File: src/rtl/fetch_unit_pkg.sv
// Shared types, opcode constants and FSM encoding for the fetch stage.
package fetch_unit_pkg;

    typedef logic [31:0] instr_t;
    typedef logic [31:0] addr_t;
    typedef logic [31:0] imm_t;

    // One instruction-FIFO entry: 32 + 32 + 1 + 1 + 32 = 98 bits.
    typedef struct packed {
        instr_t instr;
        addr_t  pc;
        logic   is_cond_br;
        logic   br_dir_pred;
        addr_t  br_target_pred;
    } ififo_entry_t;

    localparam logic [6:0] BR_OPCODE   = 7'b1100011;
    localparam logic [6:0] JAL_OPCODE  = 7'b1101111;
    localparam logic [6:0] JALR_OPCODE = 7'b1100111;

    typedef enum logic [1:0] {
        S_REQ  = 2'd0,
        S_WAIT = 2'd1,
        S_HOLD = 2'd2,
        S_DROP = 2'd3
    } fetch_state_e;

    // Non-branches carry target = pc+4 with direction 0, so this one rule
    // yields the correct next PC for every predecoded entry.
    function automatic addr_t entry_next_pc(ififo_entry_t e);
        return e.br_dir_pred ? e.br_target_pred : (e.pc + 32'd4);
    endfunction

endpackage

File: src/rtl/fetch_unit_bht.sv
// Bimodal branch history table: 2-bit saturating counters, one async read
// port and one synchronous update port. A read in the update cycle sees the
// pre-update counter because the read is taken straight off the registers.
module fetch_unit_bht #(
    parameter int IDX_W = 6
) (
    input  logic             clk,
    input  logic             rst,
    input  logic [IDX_W-1:0] rd_idx_i,
    output logic [1:0]       rd_ctr_o,
    input  logic             wr_en_i,
    input  logic [IDX_W-1:0] wr_idx_i,
    input  logic             wr_taken_i
);

    localparam int NUM_ENTRIES = 1 << IDX_W;

    logic [1:0] ctr_q [NUM_ENTRIES];
    logic [1:0] cur_ctr;
    logic [1:0] upd_ctr_d;

    assign rd_ctr_o = ctr_q[rd_idx_i];
    assign cur_ctr  = ctr_q[wr_idx_i];

    // Saturating increment/decrement of the addressed counter.
    always_comb begin
        upd_ctr_d = cur_ctr;
        if (wr_taken_i) begin
            if (cur_ctr != 2'b11) upd_ctr_d = cur_ctr + 2'b01;
        end else begin
            if (cur_ctr != 2'b00) upd_ctr_d = cur_ctr - 2'b01;
        end
    end

    // Counter storage; reset leaves every entry weakly not-taken.
    always_ff @(posedge clk or posedge rst) begin
        if (rst) begin
            for (int i = 0; i < NUM_ENTRIES; i++) ctr_q[i] <= 2'b01;
        end else if (wr_en_i) begin
            ctr_q[wr_idx_i] <= upd_ctr_d;
        end
    end

endmodule

File: src/rtl/fetch_unit.sv
// Fetch stage: owns the fetch PC, keeps one I-cache request in flight,
// predecodes/predicts each returned word and pushes it into the IFIFO.
module fetch_unit
    import fetch_unit_pkg::*;
#(
    parameter logic [31:0] RESET_PC  = 32'h0000_0000,
    parameter int          BHT_IDX_W = 6
) (
    input  logic         clk,
    input  logic         rst,
    output logic         icache_req_valid,
    input  logic         icache_req_ready,
    output logic [31:0]  icache_req_addr,
    input  logic         icache_resp_valid,
    input  logic [31:0]  icache_resp_instr,
    output logic         ififo_enq_valid,
    input  logic         ififo_enq_ready,
    output ififo_entry_t ififo_enq_data,
    input  logic         recover_valid,
    input  logic [31:0]  recover_pc,
    input  logic         bht_upd_valid,
    input  logic [31:0]  bht_upd_pc,
    input  logic         bht_upd_taken
);

    fetch_state_e state_q;
    addr_t        pc_q;
    ififo_entry_t hold_q;

    ififo_entry_t pred_entry;
    logic [1:0]   bht_rd_ctr;
    logic [6:0]   opcode;
    imm_t         b_imm;
    imm_t         j_imm;
    addr_t        recover_pc_aligned;
    logic         unused_bits;

    assign recover_pc_aligned = {recover_pc[31:2], 2'b00};

    fetch_unit_bht #(
        .IDX_W (BHT_IDX_W)
    ) u_bht (
        .clk        (clk),
        .rst        (rst),
        .rd_idx_i   (pc_q[BHT_IDX_W+1:2]),
        .rd_ctr_o   (bht_rd_ctr),
        .wr_en_i    (bht_upd_valid),
        .wr_idx_i   (bht_upd_pc[BHT_IDX_W+1:2]),
        .wr_taken_i (bht_upd_taken)
    );

    // Only the counter MSB and the index bits of the PCs are meaningful.
    assign unused_bits = ^{bht_upd_pc[31:BHT_IDX_W+2], bht_upd_pc[1:0],
                           recover_pc[1:0], bht_rd_ctr[0]};

    // Immediate extraction and direction/target prediction for the response.
    always_comb begin
        opcode = icache_resp_instr[6:0];
        b_imm  = {{19{icache_resp_instr[31]}}, icache_resp_instr[31],
                  icache_resp_instr[7], icache_resp_instr[30:25],
                  icache_resp_instr[11:8], 1'b0};
        j_imm  = {{11{icache_resp_instr[31]}}, icache_resp_instr[31],
                  icache_resp_instr[19:12], icache_resp_instr[20],
                  icache_resp_instr[30:21], 1'b0};

        pred_entry.instr          = icache_resp_instr;
        pred_entry.pc             = pc_q;
        pred_entry.is_cond_br     = 1'b0;
        pred_entry.br_dir_pred    = 1'b0;
        pred_entry.br_target_pred = pc_q + 32'd4;

        if (opcode == BR_OPCODE) begin
            pred_entry.is_cond_br     = 1'b1;
            pred_entry.br_dir_pred    = bht_rd_ctr[1];
            pred_entry.br_target_pred = pc_q + b_imm;
        end else if (opcode == JAL_OPCODE) begin
            pred_entry.br_dir_pred    = 1'b1;
            pred_entry.br_target_pred = pc_q + j_imm;
        end
    end

    // Handshake outputs decoded from state; the WAIT push is zero-latency.
    always_comb begin
        icache_req_valid = !rst && (state_q == S_REQ);
        icache_req_addr  = pc_q;
        ififo_enq_valid  = !rst && ((state_q == S_HOLD) ||
                           ((state_q == S_WAIT) && icache_resp_valid && !recover_valid));
        ififo_enq_data   = (state_q == S_HOLD) ? hold_q : pred_entry;
    end

    // Fetch FSM; a redirect overrides every other event in every state.
    always_ff @(posedge clk or posedge rst) begin
        if (rst) begin
            state_q <= S_REQ;
            pc_q    <= RESET_PC;
            hold_q  <= '0;
        end else begin
            case (state_q)
                S_REQ: begin
                    if (recover_valid) begin
                        pc_q    <= recover_pc_aligned;
                        state_q <= icache_req_ready ? S_DROP : S_REQ;
                    end else if (icache_req_ready) begin
                        state_q <= S_WAIT;
                    end
                end
                S_WAIT: begin
                    if (recover_valid) begin
                        pc_q    <= recover_pc_aligned;
                        state_q <= icache_resp_valid ? S_REQ : S_DROP;
                    end else if (icache_resp_valid) begin
                        if (ififo_enq_ready) begin
                            pc_q    <= entry_next_pc(pred_entry);
                            state_q <= S_REQ;
                        end else begin
                            hold_q  <= pred_entry;
                            state_q <= S_HOLD;
                        end
                    end
                end
                S_HOLD: begin
                    if (recover_valid) begin
                        pc_q    <= recover_pc_aligned;
                        state_q <= S_REQ;
                    end else if (ififo_enq_ready) begin
                        pc_q    <= entry_next_pc(hold_q);
                        state_q <= S_REQ;
                    end
                end
                S_DROP: begin
                    if (recover_valid) pc_q <= recover_pc_aligned;
                    if (icache_resp_valid) state_q <= S_REQ;
                end
                default: state_q <= S_REQ;
            endcase
        end
    end

endmodule
File: config.mk
export PLATFORM = sky130hd
export DESIGN_NAME = fetch_unit
export DESIGN_NICKNAME = d
export VERILOG_FILES = /design/src/rtl/fetch_unit_pkg.sv /design/src/rtl/fetch_unit_bht.sv /design/src/rtl/fetch_unit.sv
export SDC_FILE = /design/constraint.sdc
export NUM_CORES = 1
export LEC_CHECK = 0
export BUFFER_PORTS_ARGS = -buffer_cell sky130_fd_sc_hd__buf_2
export CAP_MARGIN = 40
export CORE_MARGIN = 2
export CORE_UTILIZATION = 40
export CTS_CLUSTER_DIAMETER = 200
export DETAILED_ROUTE_END_ITERATION = 12
export PLACE_DENSITY = 0.63
export SYNTH_ARGS = -nofsm -noshare
export SYNTH_HDL_FRONTEND = slang
export SYNTH_SLANG_ARGS = --single-unit
File: constraint.sdc
create_clock -name clk -period 8.58 [get_ports clk]
set_input_delay 1.716 -clock clk [delete_from_list [all_inputs] [get_ports clk]]
set_output_delay 1.716 -clock clk [all_outputs]
set_load 0.02 [all_outputs]
* Yosys cells after proc, flatten, opt, wreduce, memory -nomap -nowiden
Cells that the tools add are included.
** Cells by class
- Add/subtract/negate cells :: 6
- Magnitude comparators :: 3
- Equality and inequality tests :: 12
- Multiplexer cells :: 36
- Bitwise gates (word level) :: 4
- Reductions and logical operators :: 14
** Operators with widths (number)
- two-way mux 32 bit :: 8
- bitwise mux 128 bit :: 1
- two-way mux 98 bit :: 1
- one-hot mux 32 bit (3 select lines) :: 1
- two-way mux 33 bit :: 2
- adder 32 x 3 -> 32 bit, second input constant :: 2
- adder 32 bit :: 2
- two-way mux 2 bit :: 18
- binary-select mux 2 bit (select 6 bit) :: 2
- equality test 7 bit, second input constant :: 2
- >= comparator 7 bit, second input constant :: 2
- NOT 6 -> 7 bit :: 2
- demux 2 bit (select 6 bit) :: 1
- inequality test 3 bit, second input constant :: 4
- AND reduction 4 bit :: 3
- one-hot mux 2 bit (4 select lines) :: 1
- less-than comparator 7 x 1 -> 1 bit, second input constant :: 1
- logical AND 1 bit :: 5
- equality test 2 bit, second input constant :: 2
- inequality test 2 bit, second input constant :: 2
- adder 2 x 1 -> 2 bit, second input constant :: 1
- equality test 2 x 1 -> 1 bit, second input constant :: 1
- zero test 1 bit :: 2
- zero test 2 bit :: 1
- other kinds (7) :: 8
** Storage, ports and cells
- Register bits after elaboration :: 260
- Output and inout bits :: 132
- Word-level logic and storage cells :: 146

* Logic depth before layout (Yosys ltp)
Gate-level depths: netlist (run 1).
- Word-level depth :: 10
- Depth in mapped cells :: 12
- Gate-level depth less buffers :: 11

* Cells and area by module
Synthesis (run 1) repeated with hierarchy kept, for this count alone.
** Unflattened totals
- Cell total of the unflattened synthesis :: 2298
- Area total of the unflattened synthesis :: 19431.1 um2
** By module, submodules not included
- fetch_unit :: instances 1, cells each 1621, area an instance 12394.4 um2, sequential area each 3278.1 um2
- fetch_unit_bht :: instances 1, cells each 677, area an instance 7036.7 um2, sequential area each 3283.1 um2

* Worst setup path after synthesis (run 1)
No wires, ideal clock.
- Path kind :: in2out
- Start point :: in icache_resp_instr[21]
- End point :: out ififo_enq_data[27] (netlist name)
- Data arrival time :: 4481 ps
- Data required time :: 6864 ps
- Slack :: 2383 ps
- Stages on the path :: 11
- Cell sequence :: ha_1 > fa_1 > a21o_1 > and4_1 > o21ai_0 > a21oi_1 > or3_1 > a41o_1 > o21ai_1 > o21ai_0 > o21ai_0
** RTL lines
- from (decl) :: RTL line fetch_unit.sv:15 : input logic [31:0] icache_resp_instr,
- to (decl) :: RTL line fetch_unit.sv:18 : output ififo_entry_t ififo_enq_data,

==> summary.md, run 1 <==
The flow ran to the end, and the final reports show no timing, DRC or antenna violations. Across the routed clock network, the largest skew measured is 0.00854 ns. The net count of the finished layout was 2,435; the count of flip-flops with a built-in enable after synthesis was 0.

After legalization and detailed placement, the total HPWL measured 49,400 um. STA classifies the critical path endpoint as a primary output. The logs give 236 for the number of placed I/O pins and 1.13 ns for the minimum setup slack in the final design. During synthesis, Yosys emitted a total of 0 warnings. The final-report hold violation count was 0. The number of buffers and inverters on the critical path is 2. After clock tree synthesis, the clock-pin slew on the worst setup and hold paths is 0.05 ns.

In this design, the stage delay of the slowest critical-path cell is 0.65 ns. The pre-antenna-repair detailed-routing pass consisted of 8 iterations. The detailed router finished its first iteration with 2,047 violations. Setup repair after global routing left no endpoint under its margin.

Global routing consumed, on the met2 layer, 46.4% of the routing resources. For this run the aggregate overflow at the end of global routing stands at 0. Sum of routed wire length over all layers: 69,100 um.

The detail route stage leaves a number of antenna-violating nets equal to 0. For this run, the total global-route usage over all layers was measured as 27.8%. Leaving out fill and tap cells, the most frequent cell in the layout is nand2_1. The tools report the post-synthesis cell area as 18,700 um^2. In the synthesized netlist, the number of instances is 2,182.

The worst min-delay path category is flop to flop. After synthesis, the netlist uses 101 different library cells. For this run, global-route usage on met1 was measured as 34.9%.

The number of input and output port buffers inserted is 207. After synthesis the netlist holds a flip-flop and latch count of 259. The first global-routing pass estimated 103,000 um of wire. The area growth from synthesis to layout is 12.6%. The kind of start point of the critical path is an input port. In the final routed layout, each cell accounts on average for 23.7 um. After floorplanning, the core was divided into 79 placement rows. For the final routed database, the setup TNS stands at 0 ns. The worst-case IR drop observed on VDD is 249 uV. For met3 alone, demand over resource in global routing was 3.89%. The y dimension of the die was 220 um; the number of cells on the worst hold path was 2. The data required time at the worst endpoint was 6.86 ns. Minimum clock period: 7.45 ns. For hold timing, the worst endpoint is hold_q[83]. Yosys attributes the largest share of cell area to dfrtp_1, mux2_2, nand2_1, dfstp_2, o21ai_0.

In the layout the commonest cells are nand2_1, buf_2, dfrtp_1. For this design, the sink count on the clock tree is 259. The number of post-CTS setup repair buffers was 0; the transition time at the pin with the least slew margin was 1.03 ns. The die width was 220 um; the setup slack at placement was 1.35 ns. Fraction of synthesis flops using an asynchronous set or reset pin: 100%. In the final layout, the share of cells above drive strength 1 is 24.8%.

The routed via count was 17,900; the remaining max-slew budget at the tightest pin was 31.0%. Entering global routing, the biggest net connects 166 pins. The slowest stage of the critical path is the o31ai_1 cell. The analysis attributes to cell leakage a power of 9.12 nW. The layer flagged by global routing as most heavily used is met2. Buffers inserted to repair hold after CTS numbered 0. The cell repeated most along the worst path was o21ai_0. Category of the critical setup timing path: input port to primary output. For the worst setup slack for register-to-register paths, the log shows 4.43 ns. Measured in cells, the most critical reg-to-reg path has a length of 9. The tools report the area inside the core boundary as 46,400 um^2. On the critical path the largest part of the delay comes from compound AO/OA/AOI/OAI gates.

The final count of negative-setup-slack endpoints was 0; the number of levels in the clock H-tree was 1. The number of max-slew violations in the final report was 0. Traced cell by cell, the critical path runs through buf_2, ha_1, a211oi_1, o31ai_1, o21ai_0, a21oi_1, a311oi_1, o31ai_1, o21ai_0, o21ai_0, buf_2. In this run the most critical hold path is launched from hold_q[83]. The run gives 0 as the number of resized instances in the post-cts repair step. The startpoint identified for the worst register-to-register timing path is icache_req_addr[16]. Summed over all instances, the cell type with the most area after synthesis is dfrtp_1. The total power density per cell area was 357 nW/um^2.

After synthesis, flip-flops and latches occupy 35.0% of the total area. The congestion estimate from routability-driven global placement came to 0.931. The area taken by flip-flops and latches is 6560 um^2, and the per-instance average area after synthesis is 8.59 um^2.

TritonCTS built the clock tree. The filler cells instantiated in the layout total 4,508. The top-area cell type share of the netlist area works out to 26.0%.

The tools report the initial antenna violation count as 3. The initial utilization of the core area, before any placement, comes to 40.4%. The repair_antennas step left the layout with diodes totalling 0.

The tool flagged a number of max-cap violations equal to 0. Clock tree synthesis inserted a total of 31 buffers. Per-cell via count in the routed design: 6.16.

Critical path data arrival time: 5.73 ns. The maximum clock rate is 134 MHz. The number of global-route vias before repair came out at 17,200. In the finished design, the share of the clock period the worst path needs comes to 86.8%. The tree is rooted in a clkbuf_16.

Latest clock arrival within the worst-skew pair: 0.59 ns. Synthesis produced a netlist with a net count of 2,337. Die footprint: 48,600 um^2.

For this run, design rule violations remaining after detail routing come to 0. Counting along the longest clock path gives a buffer depth of 3. The worst-path maximum fanout was 22. The most used flip-flop cell after synthesis is dfrtp_1. The end of the worst register-to-register path was hold_q[22]. Measured on the finished design, the core utilization comes to 45.6%. The run gives 11,200 um^2 as the multi-input combinational cell area.
layout make-up:
class	count	share of cell area, %
sequential	259	31.1
inverter	29	0.545
timing repair buffer	247	6.58
tap	607	3.60
clock buffer	41	4.14
clock inverter	17	1.17
multi-input combinational	1712	52.9
registers in the layout (all words and copies together), names as in the netlist:
register,count
u_bht.ctr_q,128
hold_q,97
icache_req_addr,32
state_q,2
stage by stage:
| step | instance area, um^2 | instances | hold WS [ns] | total power, mW |
|---|---|---|---|---|
| 6_report | 21100 | 2912 | 0.469 | 7.54 |
| 5_1_grt | 21100 | 2912 | 0.497 | 7.97 |
| 4_1_cts | 21100 | 2912 | 0.474 | 7.50 |
| 3_5_place_dp | 20000 | 2854 | 0.460 | 6.02 |
| 3_3_place_gp | 19900 | 2848 | 0.455 | 5.94 |
| 2_1_floorplan | 18800 | 2182 | 0.440 | 4.77 |
kinds of logic (layout without fill, tap and decap cells):
logic type               count (synthesis)  after routing  synth area share, %
buffers and inverters                  211            334                 5.75
adder cells (fa/ha/maj)                 52             52                 3.56
XOR/XNOR                                79             79                 3.69
flip-flops                             259            259                 35.0
multiplexers                           190            190                 12.4
AND/OR/NAND/NOR                        818            818                 19.4
AO/OA/AOI/OAI                          573            573                 20.2
routing by layer:
layer,vias up,share of wire [%]
met2,834,48
met5,-,0.049
met3,206,6.9
li1,8118,-
met4,6,5.9
met1,8770,39
cells in the mapped netlist (14+ instances only):
cell,instances
a31oi_1,31
dfrtp_1,195
ha_1,49
and3_1,25
dfstp_2,64
o21ai_0,160
nor2_1,155
a21o_1,18
nor3_1,24
clkbuf_1,99
nand4_1,18
o31ai_1,14
xor2_1,34
o21ai_1,29
o211ai_1,16
buf_6,15
a22oi_1,14
buf_4,38
a21oi_1,107
xnor2_1,45
buf_2,23
nand3_1,52
a221oi_1,48
and4_1,16
inv_1,27
mux2i_1,18
mux4_2,17
nand2_1,452
mux2_2,152
worst register-to-register path, delay by kind of cell, from the launching register on:
kind                     cells  cell delay [ns]
adder cells (fa/ha/maj)      1             0.48
AO/OA/AOI/OAI                7             2.94
flip-flops                   1             0.58
AND/OR/NAND/NOR              1             0.08
power by group:
group / internal, mW / switching, mW
Combinational: 1.43 / 2.53
Sequential: 1.64 / 0.479
Clock: 0.893 / 0.565
worst max path at each step:
stage / start / depth (start not counted) / to
5_1_grt: icache_resp_instr[31] / 11 / ififo_enq_data[22]
3_5_place_dp: icache_resp_instr[31] / 11 / ififo_enq_data[22]
3_3_place_gp: icache_resp_instr[31] / 11 / ififo_enq_data[22]
6_report: icache_resp_instr[31] / 11 / ififo_enq_data[22]
2_1_floorplan: icache_resp_instr[21] / 11 / ififo_enq_data[27]
4_1_cts: icache_resp_instr[31] / 11 / ififo_enq_data[22]
(Power assumes the default switching activity.)
==> run 2, diff against run 1 <==
--- a/config.mk
+++ b/config.mk
@@ -12,6 +12,7 @@
 export CTS_CLUSTER_DIAMETER = 200
 export DETAILED_ROUTE_END_ITERATION = 12
 export PLACE_DENSITY = 0.63
+export RECOVER_POWER = 25
 export SYNTH_ARGS = -nofsm -noshare
 export SYNTH_HDL_FRONTEND = slang
 export SYNTH_SLANG_ARGS = --single-unit
==> summary.md, run 2 (synthesized netlist as in run 1, its figures left out) <==
For the hold buffer count at CTS, the log shows 0 (unchanged). The run gives 3 (unchanged) as the initial antenna violation count. The worst min-delay path category was flop to flop.

The post-route DRC violation count is 0 (unchanged). The tools report the sum of internal, switching and leakage power as 7.53 mW (about the same). Global placer's final weighted congestion: 0.931 (unchanged). Remaining max-slew budget at the tightest pin: -134% (-170 points).

The tools report the number of max-slew violations in the final report as 97 (+97). From synthesis to final layout, the design area changed by 12.5%. Setup repair after global routing left no endpoint under its margin. The post-route non-filler standard cell count is 2,912 (unchanged). For the finished layout cell area, the log shows 21,100 um^2 (-0.12%). The run gives 17,200 (unchanged) as the number of global-route vias before repair. The maximum number of pins on one net before global-route repair was 166 (unchanged); the aggregate global routing overflow was 0 (unchanged). The all-layer global routing usage is 27.8% (unchanged). The maximum clock rate was 134 MHz (+0.10%); the setup slack at placement was 1.35 ns (unchanged).

The number of antenna cells inserted is 0 (unchanged), and the number of maximum-capacitance constraint violations is 2 (+2). The post-route clock period utilization is 86.7% (-0.088 points). The critical path is of the input port to primary output type.

The worst-path maximum fanout works out to 22 (unchanged). The first-pass GRT wire length was 103,000 um (unchanged); the final count of negative-setup-slack endpoints was 0 (unchanged). The peak ir drop on the vdd network was 248 uV (-0.63%). The tools report the sum of negative setup slack as 0 ns (unchanged).

The number of input and output port buffers inserted works out to 207 (unchanged). The maximum root-to-sink buffer count is 3 (unchanged), and the net count of the finished layout is 2,435 (unchanged). The tools report the clock sink count as 259 (unchanged). The flow ran to the end, but the final reports show violations.

The initial cell density of the core was 40.4% (unchanged). The per-cell via count in the routed design was 6.16 (about the same); the die width was 220 um (unchanged). The number of post-CTS setup repair buffers is 0 (unchanged), and the number of placed I/O pins is 236 (unchanged). The standard-cell row count came out at 79 (unchanged). The area inside the core boundary is 46,400 um^2 (unchanged).

The minimum setup slack in the final design was 1.14 ns (+0.00754 ns); the detailed-routing iteration count for the pre-antenna-repair pass was 6 (-2). For the sum of routed wire length over all layers, the log shows 69,100 um (about the same). The post-CTS clock slew at the launch and capture registers of the worst setup and hold paths came out at 0.05 ns (about the same). The worst setup path is launched from an input port.

The logs give 0.00872 ns (+0.000177 ns) for the largest clock skew in the final design and 0 (unchanged) for the final-report hold violation count. The run gives 17,900 (+0.067%) as the routed via count. The run gives 31 (unchanged) as the number of buffers inserted during clock tree synthesis. The transition time at the pin with the least slew margin works out to 3.51 ns (+2.49 ns).

The area of placed instances was 20,000 um^2 (unchanged); the die footprint was 48,600 um^2 (unchanged). The routed wirelength normalized by instance count came out at 23.7 um (about the same). The count of placed standard cells including taps was 2,854 (unchanged); the leakage power summed over all cells was 9.10 nW (-0.22%).

The fraction of layout instances using a drive strength above 1 is 24.6% (-0.22 points), and the number of DRC markers after the initial detailed-route iteration is 2,046 (-0.049%). The data required time at the worst endpoint was 6.86 ns (about the same). The y dimension of the die works out to 220 um (unchanged). Endpoint kind of the worst setup timing path: a primary output.

Largest register by flop count: u_bht.ctr_q. Leaving out fill and tap cells, the most frequent cell in the layout is nand2_1. The tools report the residual antenna-violating net count after detailed routing as 0 (unchanged). Total power density per cell area: 357 nW/um^2 (+0.11%).

The run gives 0 (unchanged) as the number of resized instances in the post-cts repair step. The number of flip-flops in the largest register came out at 128 (unchanged). TritonCTS built the clock tree. Number of levels in the clock H-tree: 1 (unchanged).

The root cell of the clock tree was clkbuf_16. The run gives 0.59 ns (about the same) as the latest clock arrival within the worst-skew pair. The checks that failed: capacitance limit, slew limit. The minimum clock period is 7.44 ns (-0.00754 ns), and the total half-perimeter wirelength after legalization and detailed placement is 49,400 um (unchanged). The critical path data arrival time came out at 5.73 ns (about the same). Leaving out fill and tap cells, the most frequent cells in the layout are nand2_1, buf_2, dfrtp_1.
==> run 2: changes by cell type in the layout (fill, tap and decap cells not counted), sizes merged <==
cell	delta
clkbuf	+5
buf	-5
==> run 2: routing by layer <==
metal / share of wire (%) / track usage (%) / wire [um]
met5: 0.049 / 0 / 34
met4: 5.8 / 14.8 / 3990
met3: 6.9 / 3.89 / 4800
met2: 48 / 46.4 / 33100
met1: 39 / 34.9 / 27200
==> run 2: critical path: stages <==
cell and delay (ns):
buf_2 0.28, ha_1 0.53, a211oi_1 0.12, o31ai_1 0.44
o21ai_0 0.45, a21oi_1 0.58, a311oi_1 0.18, o31ai_1 0.65
o21ai_0 0.36, o21ai_0 0.22, buf_2 0.19
==> run 2: power by group <==
group | internal (mW) | switching (mW)
sequential | 1.64 | 0.480
combinational | 1.43 | 2.53
clock | 0.893 | 0.566
==> run 2: stage by stage <==
stage	hold slack (ns)	util, %
after global routing	0.497	45.5
after detailed placement	0.460	43.1
after floorplan	0.440	-
final	0.469	45.5
after global placement	0.455	43.0
after CTS	0.474	45.6
==> run 2: final cells by class <==
class,instances,area (um^2)
fill,4510,25300
sequential,259,6560
inverter,29,115
timing repair buffer,247,1360
tap,607,759
clock buffer,41,873
multi-input combinational,1712,11200
clock inverter,17,248
==> run 2: path summary, 6_finish.rpt <==
check | from | end | slack, ns | depth (start not counted)
hold reg to reg | hold_q[83] | hold_q[83] | 0.47 | 2
setup reg to reg | icache_req_addr[16] | hold_q[22] | 4.44 | 9
setup / recovery | icache_resp_instr[31] | ififo_enq_data[22] | 1.14 | 11
min in group asynchronous | rst | hold_q[22] | 1.95 | 3
hold / removal | hold_q[83] | hold_q[83] | 0.47 | 2
max in group asynchronous | rst | u_bht.ctr_q[81] | 2.39 | 4
